--- src/rtl/brick_map_arbiter_pkg.sv ---
// Shared brick-map geometry and FSM state encodings for the brick map arbiter.
package brick_map_arbiter_pkg;

    localparam int GRID_COLS  = 16;
    localparam int GRID_ROWS  = 8;
    localparam int NUM_BRICKS = GRID_COLS * GRID_ROWS;
    localparam int ADDR_W     = 7;
    localparam int DATA_W     = 2;
    localparam int CNT_W      = ADDR_W + 1;

    typedef enum logic [2:0] {
        ST_IDLE   = 3'd0,
        ST_HIT_RD = 3'd1,
        ST_HIT_WR = 3'd2,
        ST_DONE   = 3'd3,
        ST_FILL   = 3'd4
    } state_e;

endpackage

--- src/rtl/brick_map_ram.sv ---
// Single-port synchronous brick RAM, one-cycle read latency, contents not reset.
module brick_map_ram
    import brick_map_arbiter_pkg::*;
(
    input  logic              clk,
    input  logic              en,
    input  logic              we,
    input  logic [ADDR_W-1:0] addr,
    input  logic [DATA_W-1:0] wdata,
    output logic [DATA_W-1:0] rdata
);

    logic [DATA_W-1:0] mem_q [NUM_BRICKS];
    logic [DATA_W-1:0] rdata_q;

    // One access per cycle: either write the addressed brick or register its value.
    always_ff @(posedge clk) begin
        if (en) begin
            if (we) begin
                mem_q[addr] <= wdata;
            end else begin
                rdata_q <= mem_q[addr];
            end
        end
    end

    assign rdata = rdata_q;

endmodule

--- src/rtl/brick_map_arbiter.sv ---
// Brick map arbiter: shares the brick RAM port between renderer reads (top
// priority, fixed 1-cycle latency) and atomic hit / level-fill operations.
// Optional feature macro BRICK_COUNT_EN enables the bricks-left counter and
// the LEVEL_CLEAR pulse; without it both outputs are tied to zero.
module brick_map_arbiter
    import brick_map_arbiter_pkg::*;
(
    input  logic              clk,
    input  logic              reset_n,
    input  logic              vid_req,
    input  logic [ADDR_W-1:0] vid_addr,
    output logic              vid_valid,
    output logic [DATA_W-1:0] vid_data,
    input  logic              log_req,
    input  logic [ADDR_W-1:0] log_addr,
    output logic              log_busy,
    output logic              log_done,
    output logic [DATA_W-1:0] log_prev,
    input  logic              clear_start,
    input  logic [DATA_W-1:0] fill_data,
    output logic [CNT_W-1:0]  bricks_left,
    output logic              level_clear
);

    state_e            state_q, state_d;
    logic [ADDR_W-1:0] addr_q, addr_d;
    logic              rd_pend_q, rd_pend_d;
    logic [DATA_W-1:0] hold_q, hold_d;
    logic              busy_q, busy_d;
    logic              done_q, done_d;
    logic [DATA_W-1:0] prev_q, prev_d;
    logic              vid_valid_q, vid_valid_d;

    logic              ram_en;
    logic              ram_we;
    logic [ADDR_W-1:0] ram_addr;
    logic [DATA_W-1:0] ram_wdata;
    logic [DATA_W-1:0] ram_rdata;
    logic [DATA_W-1:0] cur_v;
    logic              addr_ok;

`ifdef BRICK_COUNT_EN
    logic [CNT_W-1:0]  left_q, left_d;
    logic              lc_q, lc_d;
`endif

    brick_map_ram u_ram (
        .clk   (clk),
        .en    (ram_en),
        .we    (ram_we),
        .addr  (ram_addr),
        .wdata (ram_wdata),
        .rdata (ram_rdata)
    );

    // Hit value: straight from the RAM in the cycle after the read, then from the hold register.
    assign cur_v   = rd_pend_q ? ram_rdata : hold_q;
    assign addr_ok = ({1'b0, addr_q} < CNT_W'(NUM_BRICKS));

    // Port arbitration and next-state logic; a renderer request always owns the port.
    always_comb begin
        state_d     = state_q;
        addr_d      = addr_q;
        rd_pend_d   = 1'b0;
        hold_d      = cur_v;
        busy_d      = busy_q;
        done_d      = 1'b0;
        prev_d      = prev_q;
        vid_valid_d = vid_req;
        ram_en      = vid_req;
        ram_we      = 1'b0;
        ram_addr    = vid_addr;
        ram_wdata   = fill_data;
`ifdef BRICK_COUNT_EN
        left_d      = left_q;
        lc_d        = 1'b0;
`endif

        case (state_q)
            ST_IDLE, ST_DONE: begin
                state_d = ST_IDLE;
                if (clear_start) begin
                    state_d = ST_FILL;
                    addr_d  = '0;
                    busy_d  = 1'b1;
                end else if (log_req) begin
                    state_d = ST_HIT_RD;
                    addr_d  = log_addr;
                    busy_d  = 1'b1;
                end
            end
            ST_HIT_RD: begin
                if (!addr_ok) begin
                    state_d = ST_DONE;
                    done_d  = 1'b1;
                    prev_d  = '0;
                    busy_d  = 1'b0;
                end else if (!vid_req) begin
                    ram_en    = 1'b1;
                    ram_addr  = addr_q;
                    rd_pend_d = 1'b1;
                    state_d   = ST_HIT_WR;
                end
            end
            ST_HIT_WR: begin
                if ((cur_v == '0) || !vid_req) begin
                    if (cur_v != '0) begin
                        ram_en    = 1'b1;
                        ram_we    = 1'b1;
                        ram_addr  = addr_q;
                        ram_wdata = cur_v - DATA_W'(1);
                    end
                    state_d = ST_DONE;
                    done_d  = 1'b1;
                    prev_d  = cur_v;
                    busy_d  = 1'b0;
`ifdef BRICK_COUNT_EN
                    if ((cur_v == DATA_W'(1)) && (left_q != '0)) begin
                        left_d = left_q - CNT_W'(1);
                        lc_d   = (left_q == CNT_W'(1));
                    end
`endif
                end
            end
            ST_FILL: begin
                if (!vid_req) begin
                    ram_en    = 1'b1;
                    ram_we    = 1'b1;
                    ram_addr  = addr_q;
                    ram_wdata = fill_data;
                    if (addr_q == ADDR_W'(NUM_BRICKS - 1)) begin
                        state_d = ST_IDLE;
                        busy_d  = 1'b0;
`ifdef BRICK_COUNT_EN
                        left_d  = (fill_data != '0) ? CNT_W'(NUM_BRICKS) : '0;
`endif
                    end else begin
                        addr_d = addr_q + ADDR_W'(1);
                    end
                end
            end
            default: begin
                state_d = ST_IDLE;
                busy_d  = 1'b0;
            end
        endcase
    end

    // State and registered outputs; reset aborts any operation in flight.
    always_ff @(posedge clk or negedge reset_n) begin
        if (!reset_n) begin
            state_q     <= ST_IDLE;
            addr_q      <= '0;
            rd_pend_q   <= 1'b0;
            hold_q      <= '0;
            busy_q      <= 1'b0;
            done_q      <= 1'b0;
            prev_q      <= '0;
            vid_valid_q <= 1'b0;
`ifdef BRICK_COUNT_EN
            left_q      <= '0;
            lc_q        <= 1'b0;
`endif
        end else begin
            state_q     <= state_d;
            addr_q      <= addr_d;
            rd_pend_q   <= rd_pend_d;
            hold_q      <= hold_d;
            busy_q      <= busy_d;
            done_q      <= done_d;
            prev_q      <= prev_d;
            vid_valid_q <= vid_valid_d;
`ifdef BRICK_COUNT_EN
            left_q      <= left_d;
            lc_q        <= lc_d;
`endif
        end
    end

    assign vid_valid = vid_valid_q;
    assign vid_data  = vid_valid_q ? ram_rdata : '0;
    assign log_busy  = busy_q;
    assign log_done  = done_q;
    assign log_prev  = prev_q;

`ifdef BRICK_COUNT_EN
    assign bricks_left = left_q;
    assign level_clear = lc_q;
`else
    assign bricks_left = '0;
    assign level_clear = 1'b0;
`endif

endmodule

--- config.mk ---
export PLATFORM = sky130hd
export DESIGN_NAME = brick_map_arbiter
export DESIGN_NICKNAME = d
export VERILOG_FILES = /design/src/rtl/brick_map_arbiter_pkg.sv /design/src/rtl/brick_map_ram.sv /design/src/rtl/brick_map_arbiter.sv
export SDC_FILE = /design/constraint.sdc
export NUM_CORES = 1
export LEC_CHECK = 0
export BUFFER_PORTS_ARGS = -buffer_cell sky130_fd_sc_hd__buf_4
export CAP_MARGIN = 20
export CORE_MARGIN = 8
export CORE_UTILIZATION = 40
export DETAILED_ROUTE_END_ITERATION = 8
export PLACE_DENSITY = 0.61
export SLEW_MARGIN = 20
export SYNTH_ARGS = -nofsm -noshare
export SYNTH_HDL_FRONTEND = slang
export SYNTH_HIERARCHICAL = 1
export SYNTH_SLANG_ARGS = --single-unit
--- constraint.sdc ---
create_clock -name clk -period 5.71 [get_ports clk]
set_clock_uncertainty 0.2 [all_clocks]
set_input_delay 0.2855 -clock clk [delete_from_list [all_inputs] [get_ports clk]]
set_output_delay 0.2855 -clock clk [all_outputs]
set_load 0.01 [all_outputs]
; Yosys cells after proc, flatten, opt, wreduce, memory -nomap -nowiden
; Memory sizes are Yosys's and may differ from the RTL's. A register that Yosys moved wholly into a read port is not among the register bits.
; Cells that the tools add are included.
[totals]
regBits = 18
ram_bits = 256
inputBits = 21
word_cells = 77
n_memories = 1
[mem_list]
columns = name, words, width, read_ports, rd_clocked_by_memory_dff, write_ports, line_no
row1 = u_ram.mem_q, 128, 2, 1, 1, 1, brick_map_ram.sv:13  ; logic [DATA_W-1:0] mem_q [NUM_BRICKS];
[classes]
n_addsub = 2
eq_ne = 11
n_mux = 40
bitwise = 2
n_reduce_logical = 13
[ops]
columns = cell, n
row1 = two-way mux 7 bit, 7
row2 = case mux 7 bit (2 select lines), 2
row3 = two-way mux 1 bit, 17
row4 = two-way mux 3 bit, 5
row5 = case mux 3 bit (4 select lines), 1
row6 = two-way mux 2 bit, 5
row7 = "inequality test 2 bit, second input constant", 5
row8 = AND reduction 4 bit, 2
row9 = "adder 7 x 1 -> 7 bit, second input constant", 1
row10 = "== test 7 bit, second input constant", 1
row11 = "== test 3 x 2 -> 1 bit, second input constant", 2
row12 = AND reduction 5 bit, 1
row13 = case mux 1 bit (2 select lines), 2
row14 = case mux 1 bit (4 select lines), 1
row15 = AND reduction 2 bit, 2
row16 = nonzero test 2 bit, 2
row17 = OR reduction 2 bit, 2
row18 = "== test 3 x 1 -> 1 bit, second input constant", 1
row19 = "== test 3 bit, second input constant", 1
row20 = logical NOT 3 bit, 1
row21 = "inequality test 3 bit, second input constant", 1
row22 = logical NOT 2 bit, 1
row23 = NOT 1 bit, 2
row24 = "subtractor 2 x 1 -> 2 bit, second input constant", 1
row25 = other kinds (2), 2

; Logic depth before layout (Yosys ltp)
; Gate-level depths: netlist (run 1).
[logic_depth]
ltp_word = 8
depth_mapped = 15

; Cells and area by module
; The synthesis (run 1) kept the hierarchy.
[by_module_without_submodules]
columns = mod, n_inst, cells_per_inst, area_each_um2, seq_area_each_um2
row1 = brick_map_ram, 1, 731, 10752.8, 7747.4
row2 = brick_map_arbiter, 1, 147, 1301.2, 450.4

; Least setup slack after synthesis (run 1)
; OpenSTA, ideal clock, no wires.
[synth_path]
path_type = register -> register
start = register state_q[2]
end = memory u_ram.mem_q[0][1] (data pin)
arrival_ns = 4.268
required_ns = 4.637
path_slack_ns = 0.369
stages_incl_launch_ff = 5
n_path_buf = 0
synth_period_minus_slack_ns = 5.341
path_cell_list = dfrtp_1 nand2b_1 nor3_1 nand2_1 o2bb2ai_1
[synth_between]
elab_chain_len = 2
[synth_rtl]
columns = element, line_no
row1 = from (decl), brick_map_arbiter.sv:25  ; state_e state_q, state_d;
row2 = from (signal assigned), brick_map_arbiter.sv:165  ; state_q <= state_d;
row3 = == test 3 x 2 -> 1 bit, brick_map_arbiter.sv:79  ; case (state_q)
row4 = two-way mux 2 bit, -
row5 = via ram_wdata[1], brick_map_arbiter.sv:37  ; logic [DATA_W-1:0] ram_wdata;
row6 = to (decl), brick_map_ram.sv:13
; The timed path passes the listed nets, and every way through them passes these cells.

; Final worst setup path (run 1)
[layout_path]
start = register state_q[1]
end = register u_ram.rdata_q[1] (netlist: u_ram/rdata[1]) (read register of u_ram.mem_q) (data pin)
[layout_lines]
columns = element, line_no
row1 = == test 3 bit / == test 3 x 1 -> 1 bit (equally long branches), brick_map_arbiter.sv:79
row2 = OR reduction 2 bit (no source line), -
row3 = case mux 7 bit (2 select lines) *, brick_map_arbiter.sv:79
row4 = via ram_addr[0], brick_map_arbiter.sv:36  ; logic [ADDR_W-1:0] ram_addr;
row5 = to (decl), brick_map_ram.sv:14  ; logic [DATA_W-1:0] rdata_q;
; The timed path passes the listed nets; every way through them passes the cells marked *.
; A chain may end at the register's enable or synchronous reset.

==> results of run 1 <==
## critical path: cells and delay by family, from the launching register on
family / cells / cell delay [ns]
simple gates: 6 / 1.87
buf+inv: 2 / 0.46
flops: 1 / 0.61
compound gates: 3 / 0.54
mux: 1 / 0.90
## kinds of logic after synthesis
| kind of cell | synth area share, % |
|---|---|
| other | 0.0311 |
| multiplexers | 7.29 |
| AND/OR/NAND/NOR | 10.0 |
| flip-flops | 68.0 |
| buffers and inverters | 3.46 |
| AO/OA/AOI/OAI | 11.0 |
| XOR/XNOR | 0.0727 |
| adder cells (fa/ha/maj) | 0.104 |
## cells in the final DEF (no fill, tap or decap), types with 11 or more instances in the layout
master | netlist | routed
a22oi_1 | 11 | 11
a21oi_1 | 34 | 34
nor2_1 | 157 | 157
dlygate4sd3_1 | 0 | 13
dfrtp_1 | 18 | 18
nand2_1 | 41 | 41
mux2i_1 | 39 | 39
buf_4 | 16 | 52
edfxtp_1 | 258 | 258
clkbuf_16 | 0 | 31
o21ai_0 | 25 | 25
mux2_2 | 20 | 19
nor2b_1 | 12 | 12
a221oi_1 | 35 | 35
o22ai_1 | 16 | 16
inv_1 | 15 | 15
## how the worst min path moves through the flow
stage,from,slack (ns),end
after detailed placement,reset_n,-0.02,addr_q[4]
after global routing,log_addr[5],0.04,addr_q[5]
final,log_addr[5],0.03,addr_q[5]
after global placement,reset_n,-0.02,addr_q[4]
after floorplan,reset_n,-0.21,addr_q[0]
after CTS,log_addr[5],0.02,addr_q[5]
## metal layers
layer | track usage [%] | routed length [um] | vias up
li1 | - | - | 3449
met1 | 23.6 | 13200 | 3877
met2 | 27.5 | 14700 | 408
met3 | 3.88 | 3260 | 65
met4 | 5.83 | 1000 | 0
met5 | 0 | 0 | -
## registers in the layout, summed over array words and instances, names as in the netlist
register and flops:
state_q 3, u_ram/mem_q 256, log_prev 2, addr_q 7
log_busy 1, u_ram/rdata 2, hold_q 2, vid_valid 1
log_done 1, rd_pend_q 1
## cell type report
class / count / area, um2
clock buffers: 38 / 802
multi-input cells: 534 / 3500
fillers: 2640 / 15800
clock inverters: 17 / 233
repair buffers: 66 / 541
inverters: 15 / 56.3
flip-flops and latches: 276 / 8200
well taps: 390 / 488
## power by group through the flow
| stage | registers [mW] | logic, mW | clock network [mW] |
|---|---|---|---|
| floorplan | 2.36 | 1.12 | 0 |
| global placement | 2.38 | 1.61 | 0 |
| detailed placement | 2.38 | 1.62 | 0 |
| CTS | 2.34 | 1.64 | 2.06 |
| global route | 2.34 | 1.76 | 2.15 |
| finish | 2.34 | 1.66 | 2.04 |
==> flow_summary.yaml, run 1 <==
yosys:
  yosys_warnings: 6
  synth.distinct_cells: 73
  synth_edf_count: 258
  synth_ff_type: "edfxtp_1"
  avgSynthCellArea_um2: 13.7
  yosysMostFrequentCell: "edfxtp_1"
  synth_commonest_cells: "edfxtp_1, nor2_1, nand2_1"
  yosysTopAreaCell: "edfxtp_1"
  synthesis.area_um2: 12100
  ys_seq_elements: 276
  synth_top_area_share_pct: 64.3
  async_reset_ff_share_pct: 6.52
  netlist_instances: 878
  ys_seq_area_share_pct: 68.0
  synth_area_leaders: "edfxtp_1, nor2_1, dfrtp_1"
place:
  place.detailed.instances: 1268
  post-place-ws_ns: 1.05
  place.port_buffers: 27
  dp_hpwl_mm: 20.2
  gp_congestion: 0.867
  dpl_cell_area_um2: 12700
sta:
  hold_viol: 0
  drv_slew: 0
  finalCriticalPeriod_ns: 4.72
  fin_setup_tns_ns: 0
  max-slew-margin-rel_pct: 28.7
  tightest_slew_ns: 1.07
  finalCritPeriodShare_pct: 82.6
  layout_setup_ws_ns: 0.991
  fmax_ghz: 0.212
  rsz0062_at_grt: "false"
  holdWs_ns: 0.0252
  setup_violations: 0
floorplan:
  rows: 63
  dieArea_um2: 35900
  die_h_um: 190
  io_pins: 37
  initial_core_util_pct: 40.7
  fp.dieW_um: 190
  core_region_area_um2: 29600
drt:
  drtIter0Drc: 824
  wl_per_cell_um: 24.0
  antenna_left: 0
  wl_mm: 32.1
  drc: 0
  vias: 7799
  via_per_inst: 5.84
  drtPass1Iterations: 7
cells_and_area:
  final_core_util_pct: 46.6
  drive_gt1_share_pct: 14.8
  diodes: 0
  finalNonFillerCells: 1336
  area_growth_syn_to_layout_pct: 14.6
  design_area_um2: 13800
  finalNetCount: 945
cts:
  cts_made_buffers: 30
  clk_latency_ns: 0.56
  clkTransAtPathRegs_ns: 0.07
  cts-root-buf: "clkbuf_16"
  cts-resized-gates: 0
  cts_sinks: 276
  cts_tree: "yes"
  cts_setup_buffers: 0
  clock_path_buffers: 3
  htree_num_levels: 1
  holdBufCountCts: 13
setup_path:
  reg2reg_depth: 12
  start_kind: "register"
  cp_max_fo: 34
  crit_path_max_incr_delay_ns: 0.90
  startpoint: "state_q[1]"
  timing.rr.start: "state_q[1]"
  cp_slowest_cell: "mux2_2"
  worst_r2r_endpoint: "u_ram/rdata[1]"
  cp.required_ns: 5.94
  critPathCapture: "u_ram/rdata[1]"
  path_common_cell: "buf_4"
  path_cells: "nand2b_1, nor3_2, o311ai_4, mux2_2, buf_4, and2_0, a221oi_1, nor2_1, o21ai_0, nor4b_1, nor4_1, buf_4"
  r2r_slack_ns: 0.99
  arrival_ns: 4.95
  cp-end-kind: "register"
  setup.worst_path.class: "register to register"
power_and_ir_drop:
  ir_drop_uv: 229
  power_frac_comb_pct: 27.5
  p_leak_nw: 4.57
  clock_power_share_pct: 33.8
  netSwitchingFraction_pct: 31.9
  pwr-share-seq_pct: 38.7
  total_power_mw: 6.04
  p_int_mw: 4.11
  pwr_density_cell_nw_per_um2: 437
  p_switching_mw: 1.93
global_route:
  grt_usage_pct: 17.4
  grt_pass1_wl_mm: 48.4
  grt.overflow.total: 0
  antenna_found_initial: 0
  grt_max_degree: 73
  grt_pass1_vias: 7852
hold_path:
  hold_depth: 4
  hp-class: "input port to register"
outcome:
  status: "finished, final reports clean"
job:
  drv_cap: 0
Note: power is estimated with default switching activity, not from simulation.
==> run 2, diff against run 1 <==
--- a/config.mk
+++ b/config.mk
@@ -10,7 +10,7 @@
 export CORE_MARGIN = 8
 export CORE_UTILIZATION = 40
 export DETAILED_ROUTE_END_ITERATION = 8
-export PLACE_DENSITY = 0.61
+export PLACE_DENSITY = 0.59
 export SLEW_MARGIN = 20
 export SYNTH_ARGS = -nofsm -noshare
 export SYNTH_HDL_FRONTEND = slang
==> constraint.sdc (replaced) <==
create_clock -name clk -period 4.4 [get_ports clk]
set_clock_uncertainty 0.2 [all_clocks]
set_input_delay 0.22 -clock clk [delete_from_list [all_inputs] [get_ports clk]]
set_output_delay 0.22 -clock clk [all_outputs]
set_load 0.01 [all_outputs]
==> run 2 against run 1 <==
Net effect: first-iteration DRC count up 1.5%; design area grew 0.86%; setup slack worse by 0.72 ns; global-route usage increased by 0.74 points; clock power increased by 16%; non-clock buffer count up 23; sequential cell count did not move; power grew 27%; register-to-register slack got worse by 0.72 ns; final cell count grew 1.7%; critical path type unchanged; critical endpoint unchanged; largest cell class unchanged.
==> flow_summary.yaml, run 2 (same netlist as run 1, synthesis figures left out) <==
outcome:
  status: "finished, final reports clean"
hold_path:
  hold_depth: 2
  hp-class: "input port to register"
sta:
  fmax_ghz: 0.242
  fin_setup_tns_ns: 0
  tightest_slew_ns: 0.865
  rsz0062_at_grt: "false"
  hold_viol: 0
  finalCriticalPeriod_ns: 4.13
  setup_violations: 0
  drv_slew: 0
  max-slew-margin-rel_pct: 42.1
  finalCritPeriodShare_pct: 93.8
drt:
  wl_per_cell_um: 24.4
  drtPass1Iterations: 5
  drtIter0Drc: 836
  antenna_left: 0
  via_per_inst: 5.83
  wl_mm: 33.2
  vias: 7926
  drc: 0
cells_and_area:
  seq_area_um2: 8200
  final_cell_mix: "edfxtp_1, nor2_1, buf_4"
  finalNetCount: 968
  layout_commonest_cell: "edfxtp_1"
  finalNonFillerCells: 1359
  regMostFlops: "u_ram/mem_q"
  area_growth_syn_to_layout_pct: 15.6
  multi_input_area_um2: 3500
  largest_reg_flops: 256
  largestRegisters: "u_ram/mem_q x256, addr_q x7, state_q x3"
  fillers: 2658
  drive_gt1_share_pct: 16.1
  diodes: 0
place:
  place.detailed.instances: 1289
  place.port_buffers: 27
  dp_hpwl_mm: 21.9
  gp_congestion: 0.888
setup_path:
  critPathCapture: "u_ram/rdata[1]"
  startpoint: "state_q[2]"
  arrival_ns: 4.22
  cp_max_fo: 23
  start_kind: "register"
  cp-end-kind: "register"
  worst_r2r_endpoint: "u_ram/rdata[1]"
  r2r_slack_ns: 0.27
  timing.rr.start: "state_q[2]"
  cp.required_ns: 4.49
  reg2reg_depth: 11
  setup.worst_path.class: "register to register"
global_route:
  grt.overflow.total: 0
  antenna_found_initial: 0
  grt_pass1_vias: 7996
  grt_max_degree: 66
  grt_pass1_wl_mm: 49.9
  grt_usage_pct: 18.2
floorplan:
  rows: 63
  fp.dieW_um: 190
  io_pins: 37
  dieArea_um2: 35900
  initial_core_util_pct: 40.7
  core_region_area_um2: 29600
  die_h_um: 190
power_and_ir_drop:
  p_leak_nw: 4.65
  ir_drop_uv: 279
  pwr_density_cell_nw_per_um2: 550
job:
  drv_cap: 0
cts:
  cts-root-buf: "clkbuf_16"
  htree_num_levels: 1
  cts_made_buffers: 30
  cts_tree: "yes"
  cts_sinks: 276
  clock_path_buffers: 3
  cts-resized-gates: 0
  clkTransAtPathRegs_ns: 0.06
  clk_latency_ns: 0.55
[run 2: how the worst min path moves through the flow]
stage	startpoint	end	slack, ns
2_1_floorplan	reset_n	addr_q[0]	-0.28
3_3_place_gp	reset_n	addr_q[3]	-0.09
3_5_place_dp	reset_n	addr_q[3]	-0.09
4_1_cts	fill_data[1]	u_ram/mem_q[95][1]	0.12
5_1_grt	fill_data[1]	u_ram/mem_q[95][1]	0.14
6_report	fill_data[1]	u_ram/mem_q[95][1]	0.12
[run 2: final cells by class]
type	count	area share, %
flip-flops and latches	276	58.8
inverters	15	0.404
clock buffers	41	5.84
clock inverters	14	0.808
well taps	390	3.50
repair buffers	89	5.51
multi-input cells	534	25.1
[run 2: routing by layer]
layer  up-vias  track usage, %  wire length (um)
met4         0            6.98              1100
met2       390            29.1             15500
li1       3501               -                 -
met1      3964            24.4             13900
met3        71            3.20              2690
met5         -               0                 0
[run 2: timing repair]
| action | CTS | global route |
|---|---|---|
| buffers inserted | 0 | 0 |
| setup endpoints to repair | 0 | 0 |
| endpoints found under the hold margin | 34 | 0 |
| hold buffers | 15 | 0 |
[run 2: per-stage QoR]
step | cell area, um2 | util, % | hold slack [ns] | setup WS, ns | total power [mW]
after floorplan | 12100 | - | -0.276 | 0.819 | 4.51
after global placement | 12900 | 43.4 | -0.0903 | 0.351 | 5.30
after detailed placement | 12900 | 43.4 | -0.0867 | 0.358 | 5.30
after CTS | 13900 | 47.0 | 0.118 | 0.344 | 7.68
after global routing | 13900 | 47.0 | 0.143 | 0.103 | 7.96
final | 13900 | 47.0 | 0.122 | 0.271 | 7.66
[run 2: critical path, cell delays in order, from the launching register on]
cell	delay, ns
dfrtp_1	0.47
nand2b_1	0.26
nor3_2	0.28
o311ai_4	0.12
buf_4	0.19
mux2_4	0.47
nor2b_2	0.61
a22oi_1	0.22
a21oi_1	0.18
o21ai_0	0.21
o2111a_1	0.21
nor4_1	0.44
[run 2: where the power goes]
| part | internal (mW) | switching (mW) |
|---|---|---|
| sequential | 2.96 | 0.0683 |
| combinational | 0.822 | 1.44 |
| clock | 1.40 | 0.969 |
| total | 5.18 | 2.48 |
